$ cat src/rtl/mem_arbiter.sv
// mem_arbiter: shares a byte-wide RAM port between instruction fetch and the MEM stage,
// serialising little-endian accesses and extending loads.
module mem_arbiter #(
    parameter int ADDR_WIDTH = 32,
    parameter bit MEM_FIRST  = 1'b1
) (
    input  logic                  clk,
    input  logic                  rst,
    input  logic                  if_req,
    input  logic [ADDR_WIDTH-1:0] if_addr,
    input  logic                  if_flush,
    output logic                  if_done,
    output logic [31:0]           if_data,
    input  logic                  mem_req,
    input  logic                  mem_wr,
    input  logic [1:0]            mem_cnf,
    input  logic                  mem_signed,
    input  logic [ADDR_WIDTH-1:0] mem_addr,
    input  logic [31:0]           mem_wdata,
    output logic                  mem_done,
    output logic [31:0]           mem_rdata,
    output logic [ADDR_WIDTH-1:0] ram_a,
    output logic                  ram_wr,
    output logic [7:0]            ram_dout,
    input  logic [7:0]            ram_din
);
    typedef enum logic [2:0] {IDLE, IF_RD, MEM_RD, MEM_WR, DONE} state_t;
    state_t                r_state;
    logic [ADDR_WIDTH-1:0] r_addr;
    logic [2:0]            r_n;
    logic [2:0]            r_cyc;
    logic [1:0]            r_cnf;
    logic                  r_signed;
    logic [31:0]           r_wdata;
    logic [31:0]           r_buf;
    logic                  w_if_v;
    logic                  w_mem_v;
    logic                  w_pick_mem;
    logic [2:0]            w_mem_n;
    logic [2:0]            w_next;
    logic                  w_more;
    logic [ADDR_WIDTH-1:0] w_next_a;
    logic [7:0]            w_next_byte;
    logic [4:0]            w_shift;
    logic [31:0]           w_full;
    logic [31:0]           w_ext;
    always_comb begin
        w_if_v      = if_req & ~if_flush;
        w_mem_v     = mem_req & (mem_cnf != 2'd0);
        w_pick_mem  = w_mem_v & (MEM_FIRST | ~w_if_v);
        w_mem_n     = mem_cnf == 2'd1 ? 3'd1 : mem_cnf == 2'd2 ? 3'd2 : 3'd4;
        w_next      = r_cyc + 3'd1;
        w_more      = w_next < r_n;
        w_next_a    = r_addr + ADDR_WIDTH'(w_next);
        w_next_byte = 8'(r_wdata >> {w_next[1:0], 3'b000});
        // ram_din in cycle c carries the byte addressed in cycle c-1
        w_shift     = {r_cyc[1:0] - 2'd1, 3'b000};
        w_full      = r_buf | (32'(ram_din) << w_shift);
        w_ext       = r_cnf == 2'd1 ? {{24{r_signed & w_full[7]}}, w_full[7:0]} :
                      r_cnf == 2'd2 ? {{16{r_signed & w_full[15]}}, w_full[15:0]} : w_full;
    end
    always_ff @(posedge clk) begin
        if (rst) begin
            r_state   <= IDLE;
            r_addr    <= '0;
            r_n       <= '0;
            r_cyc     <= '0;
            r_cnf     <= '0;
            r_signed  <= 1'b0;
            r_wdata   <= '0;
            r_buf     <= '0;
            if_done   <= 1'b0;
            if_data   <= '0;
            mem_done  <= 1'b0;
            mem_rdata <= '0;
            ram_a     <= '0;
            ram_wr    <= 1'b0;
            ram_dout  <= '0;
        end else begin
            if_done  <= 1'b0;
            mem_done <= 1'b0;
            case (r_state)
                IDLE: if (w_mem_v || w_if_v) begin
                    r_addr   <= w_pick_mem ? mem_addr : if_addr;
                    ram_a    <= w_pick_mem ? mem_addr : if_addr;
                    r_n      <= w_pick_mem ? w_mem_n : 3'd4;
                    r_cnf    <= w_pick_mem ? mem_cnf : 2'd3;
                    r_signed <= mem_signed;
                    r_wdata  <= mem_wdata;
                    r_cyc    <= '0;
                    r_buf    <= '0;
                    ram_wr   <= w_pick_mem & mem_wr;
                    ram_dout <= (w_pick_mem & mem_wr) ? mem_wdata[7:0] : 8'd0;
                    r_state  <= !w_pick_mem ? IF_RD : mem_wr ? MEM_WR : MEM_RD;
                end
                IF_RD, MEM_RD: if (r_state == IF_RD && if_flush) begin
                    r_state <= IDLE;
                    ram_a   <= '0;
                end else begin
                    r_cyc <= w_next;
                    ram_a <= w_more ? w_next_a : '0;
                    if (r_cyc != 3'd0) r_buf <= w_full;
                    if (r_cyc == r_n) begin
                        r_state <= DONE;
                        if (r_state == IF_RD) begin
                            if_done <= 1'b1;
                            if_data <= w_full;
                        end else begin
                            mem_done  <= 1'b1;
                            mem_rdata <= w_ext;
                        end
                    end
                end
                MEM_WR: begin
                    r_cyc    <= w_next;
                    ram_a    <= w_more ? w_next_a : '0;
                    ram_wr   <= w_more;
                    ram_dout <= w_more ? w_next_byte : 8'd0;
                    if (!w_more) begin
                        mem_done <= 1'b1;
                        r_state  <= DONE;
                    end
                end
                default: r_state <= IDLE;
            endcase
        end
    end
endmodule

$ cat config.mk
export PLATFORM = sky130hd
export DESIGN_NAME = mem_arbiter
export DESIGN_NICKNAME = d
export VERILOG_FILES = /design/src/rtl/mem_arbiter.sv
export SDC_FILE = /design/constraint.sdc
export NUM_CORES = 1
export LEC_CHECK = 0
export CORE_UTILIZATION = 45
export DETAILED_ROUTE_END_ITERATION = 10
export PLACE_DENSITY = 0.73
export SLEW_MARGIN = 10
export SYNTH_ARGS = -nofsm -noshare
export SYNTH_HDL_FRONTEND = slang
export SYNTH_SLANG_ARGS = --single-unit
$ cat constraint.sdc
create_clock -name clk -period 4.5 [get_ports clk]
set_input_delay 1.125 -clock clk [delete_from_list [all_inputs] [get_ports clk]]
set_output_delay 1.125 -clock clk [all_outputs]
set_load 0.01 [all_outputs]
==> flow_metrics.tcl <==
set metrics [dict create \
    ant_nets 0 \
    fillers 1889 \
    setup_viol 0 \
    synth_area_sq_um 9730 \
    whs_ns 0.454 \
    yosys_warnings 0 \
    max-clock-path-buffers 3 \
    ys_seq_area_share_pct 44.2 \
    hold_viol 0 \
    grt_start_max_net_pins 85 \
    fin_util_pct 60.6 \
    dieArea_sq_um 22200 \
    synthToLayoutAreaGrowth_pct 31.3 \
    dr.pass1.iters 5 \
    clock-sinks 215 \
    postCtsSetupRepairBufs 0 \
    cp_max_fo 84 \
    clk_latency_ns 0.50 \
    register_area_sq_um 4300 \
    max_stage_delay_ns 0.51 \
    min_period_ns 3.29 \
    grt_pass1_wl_um 43500 \
    cp_slowest_cell "clkdlybuf4s50_1" \
    drc 0 \
    p_leak_nw 4.53 \
    peakVddDrop_mv 0.244 \
    worst_pin_slew_ns 0.899 \
    wl_per_cell_um 16.7 \
    synthDistinctLibCells 64 \
    ys_ff_latch 215 \
    first_global_vias 8347 \
    synth_enable_flop_cells 0 \
    antenna_found_initial 0 \
    critical_path_arrival_ns 3.69 \
    drive_gt1_share_pct 6.65 \
    critPathLaunchType "input pin" \
    synth_most_common_cell "dfxtp_1" \
    rsz0062_at_grt "no" \
    clk_pin_slew_worst_paths_ns 0.06 \
    rows 53 \
    synth_top_cell_by_area "dfxtp_1" \
    wl_um 27000 \
    required_ns 4.90 \
    run_status "finished clean" \
    num_vias 9046 \
    multiInputGateArea_sq_um 5000 \
    period_share_pct 73.0 \
    die_h_um 149 \
    tns_ns 0 \
    path_cells "clkdlybuf4s50_1 -> inv_1 -> ha_1 -> nand2b_1 -> nand2_1 -> and2_2 -> buf_12 -> nor2_1 -> a211oi_1" \
    design.portCount 220 \
    core_area_sq_um 21100 \
    gp_congestion 0.825 \
    p_total_mw 7.51 \
    syn_inst 1153 \
    cts_max_level 1 \
    synthTopCellsByCount "dfxtp_1 (215), nor2_1 (161), a21oi_1 (123)" \
    cts_tree "done" \
    synthFlopType "dfxtp_1" \
    die_x_um 149 \
    vias_per_cell 5.60 \
    pre_cts_ws_ns 0.749 \
    relSlewSlack_pct 39.8 \
    syn_nets 1279 \
    ys_top_cells_by_area "dfxtp_1 (44%), a211oi_1 (7.3%), a21oi_1 (6.3%), nor2_1 (6.2%), nand2_1 (3.8%)" \
    gr-total-overflow 0 \
    portBuffers 219 \
    dpl.hpwl_um 18800 \
    cts_resized 0 \
    synth_top_area_share_pct 44.2 \
    power.density_nw_per_um2 588 \
    cts_buffers 23 \
    cts_hold_buf 0 \
    diodes 0 \
    start_util_pct 46.1 \
    drv_cap 0 \
    skew_ns 0.00812 \
    fin_ws_ns 1.21 \
    cts-root-buf "clkbuf_16" \
    fin_nets 1451 \
    worstHoldPathType "register to register" \
    fmax_mhz 304 \
    syn_area_per_cell_sq_um 8.44 \
    crit_path_end_kind "register" \
    slew_violations 0 \
    drt_iter0_drc 560 \
    synthArstFlopShare_pct 0 \
    track_usage_pct 24.0 \
    crit_type "input pin to register" \
]
## metal layers
metal,routed length (um),track usage (%),part of all wire (%),up-vias
li1,-,-,-,4495
met1,12400,32.8,46,4248
met2,12500,39.6,46,273
met3,1630,4.25,6.1,30
met4,369,5.05,1.4,0
met5,0,0,0,-
## flip-flops by register name, indices dropped and copies added (netlist names), 8 cells and up
signal,flops
ram_dout,8
mem_rdata,32
r_addr,32
r_buf,32
if_data,32
r_wdata,32
ram_a,32
## placed cells by master (no fill, tap or decap), types with 18 or more instances in the layout
| cell type | count |
|---|---|
| mux2i_1 | 29 |
| nand2b_1 | 22 |
| o21ai_0 | 54 |
| nand2_1 | 98 |
| nor3_1 | 18 |
| clkdlybuf4s50_1 | 218 |
| a21oi_1 | 123 |
| nand3_1 | 38 |
| o31ai_1 | 26 |
| inv_1 | 24 |
| clkbuf_16 | 23 |
| buf_4 | 19 |
| dfxtp_1 | 215 |
| a211oi_1 | 95 |
| nor2_1 | 161 |
## critical path: cells and delay by family
family	cells	cell delay [ns]
fa+ha+maj	1	0.25
compound gates	1	0.25
simple gates	4	1.08
buf+inv	3	0.90
## kinds of logic after synthesis
kind of cell               after synthesis  synth area share, %
xor gates and xnor gates                20                 1.80
DFF                                    215                 44.2
AOI/OAI and AO/OA                      363                 24.0
buffers and inverters                  115                 4.77
and+or+nand+nor                        390                 18.6
adders and majority gates               13                 1.75
muxes                                   37                 4.84
## path summary, 6_finish.rpt
| kind | endpoint | depth (start not counted) | start | slack (ns) |
|---|---|---|---|---|
| hold reg to reg | r_wdata[6]$_SDFFE_PP0P_ | 2 | r_wdata[6]$_SDFFE_PP0P_ | 0.45 |
| setup / recovery | r_addr[26]$_SDFFE_PP0P_ | 9 | mem_cnf[0] | 1.21 |
| hold / removal | r_wdata[6]$_SDFFE_PP0P_ | 2 | r_wdata[6]$_SDFFE_PP0P_ | 0.45 |
| setup reg to reg | ram_a[28]$_SDFFE_PP0P_ | 10 | r_cyc[0]$_SDFFE_PP0P_ | 1.41 |
## power by group
| group | internal (mW) | switching [mW] |
|---|---|---|
| registers | 2.38 | 0.376 |
| logic | 1.29 | 1.70 |
| clock network | 1.02 | 0.744 |
| total | 4.69 | 2.82 |
## per-stage QoR
stage          instances  area [sq um]
2_1_floorplan       1153          9730
3_3_place_gp        1575         12100
3_5_place_dp        1575         12100
4_1_cts             1614         12800
5_1_grt             1614         12800
6_report            1614         12800
## final cells by class
class	count	share of cell area (%)
multi-input cells	823	39.1
flip-flops and latches	215	33.7
repair buffers	238	18.4
clock buffers	33	5.19
well taps	275	2.69
inverters	24	0.705
clock inverters	6	0.255
No activity file was read; power rests on OpenSTA's default activity.
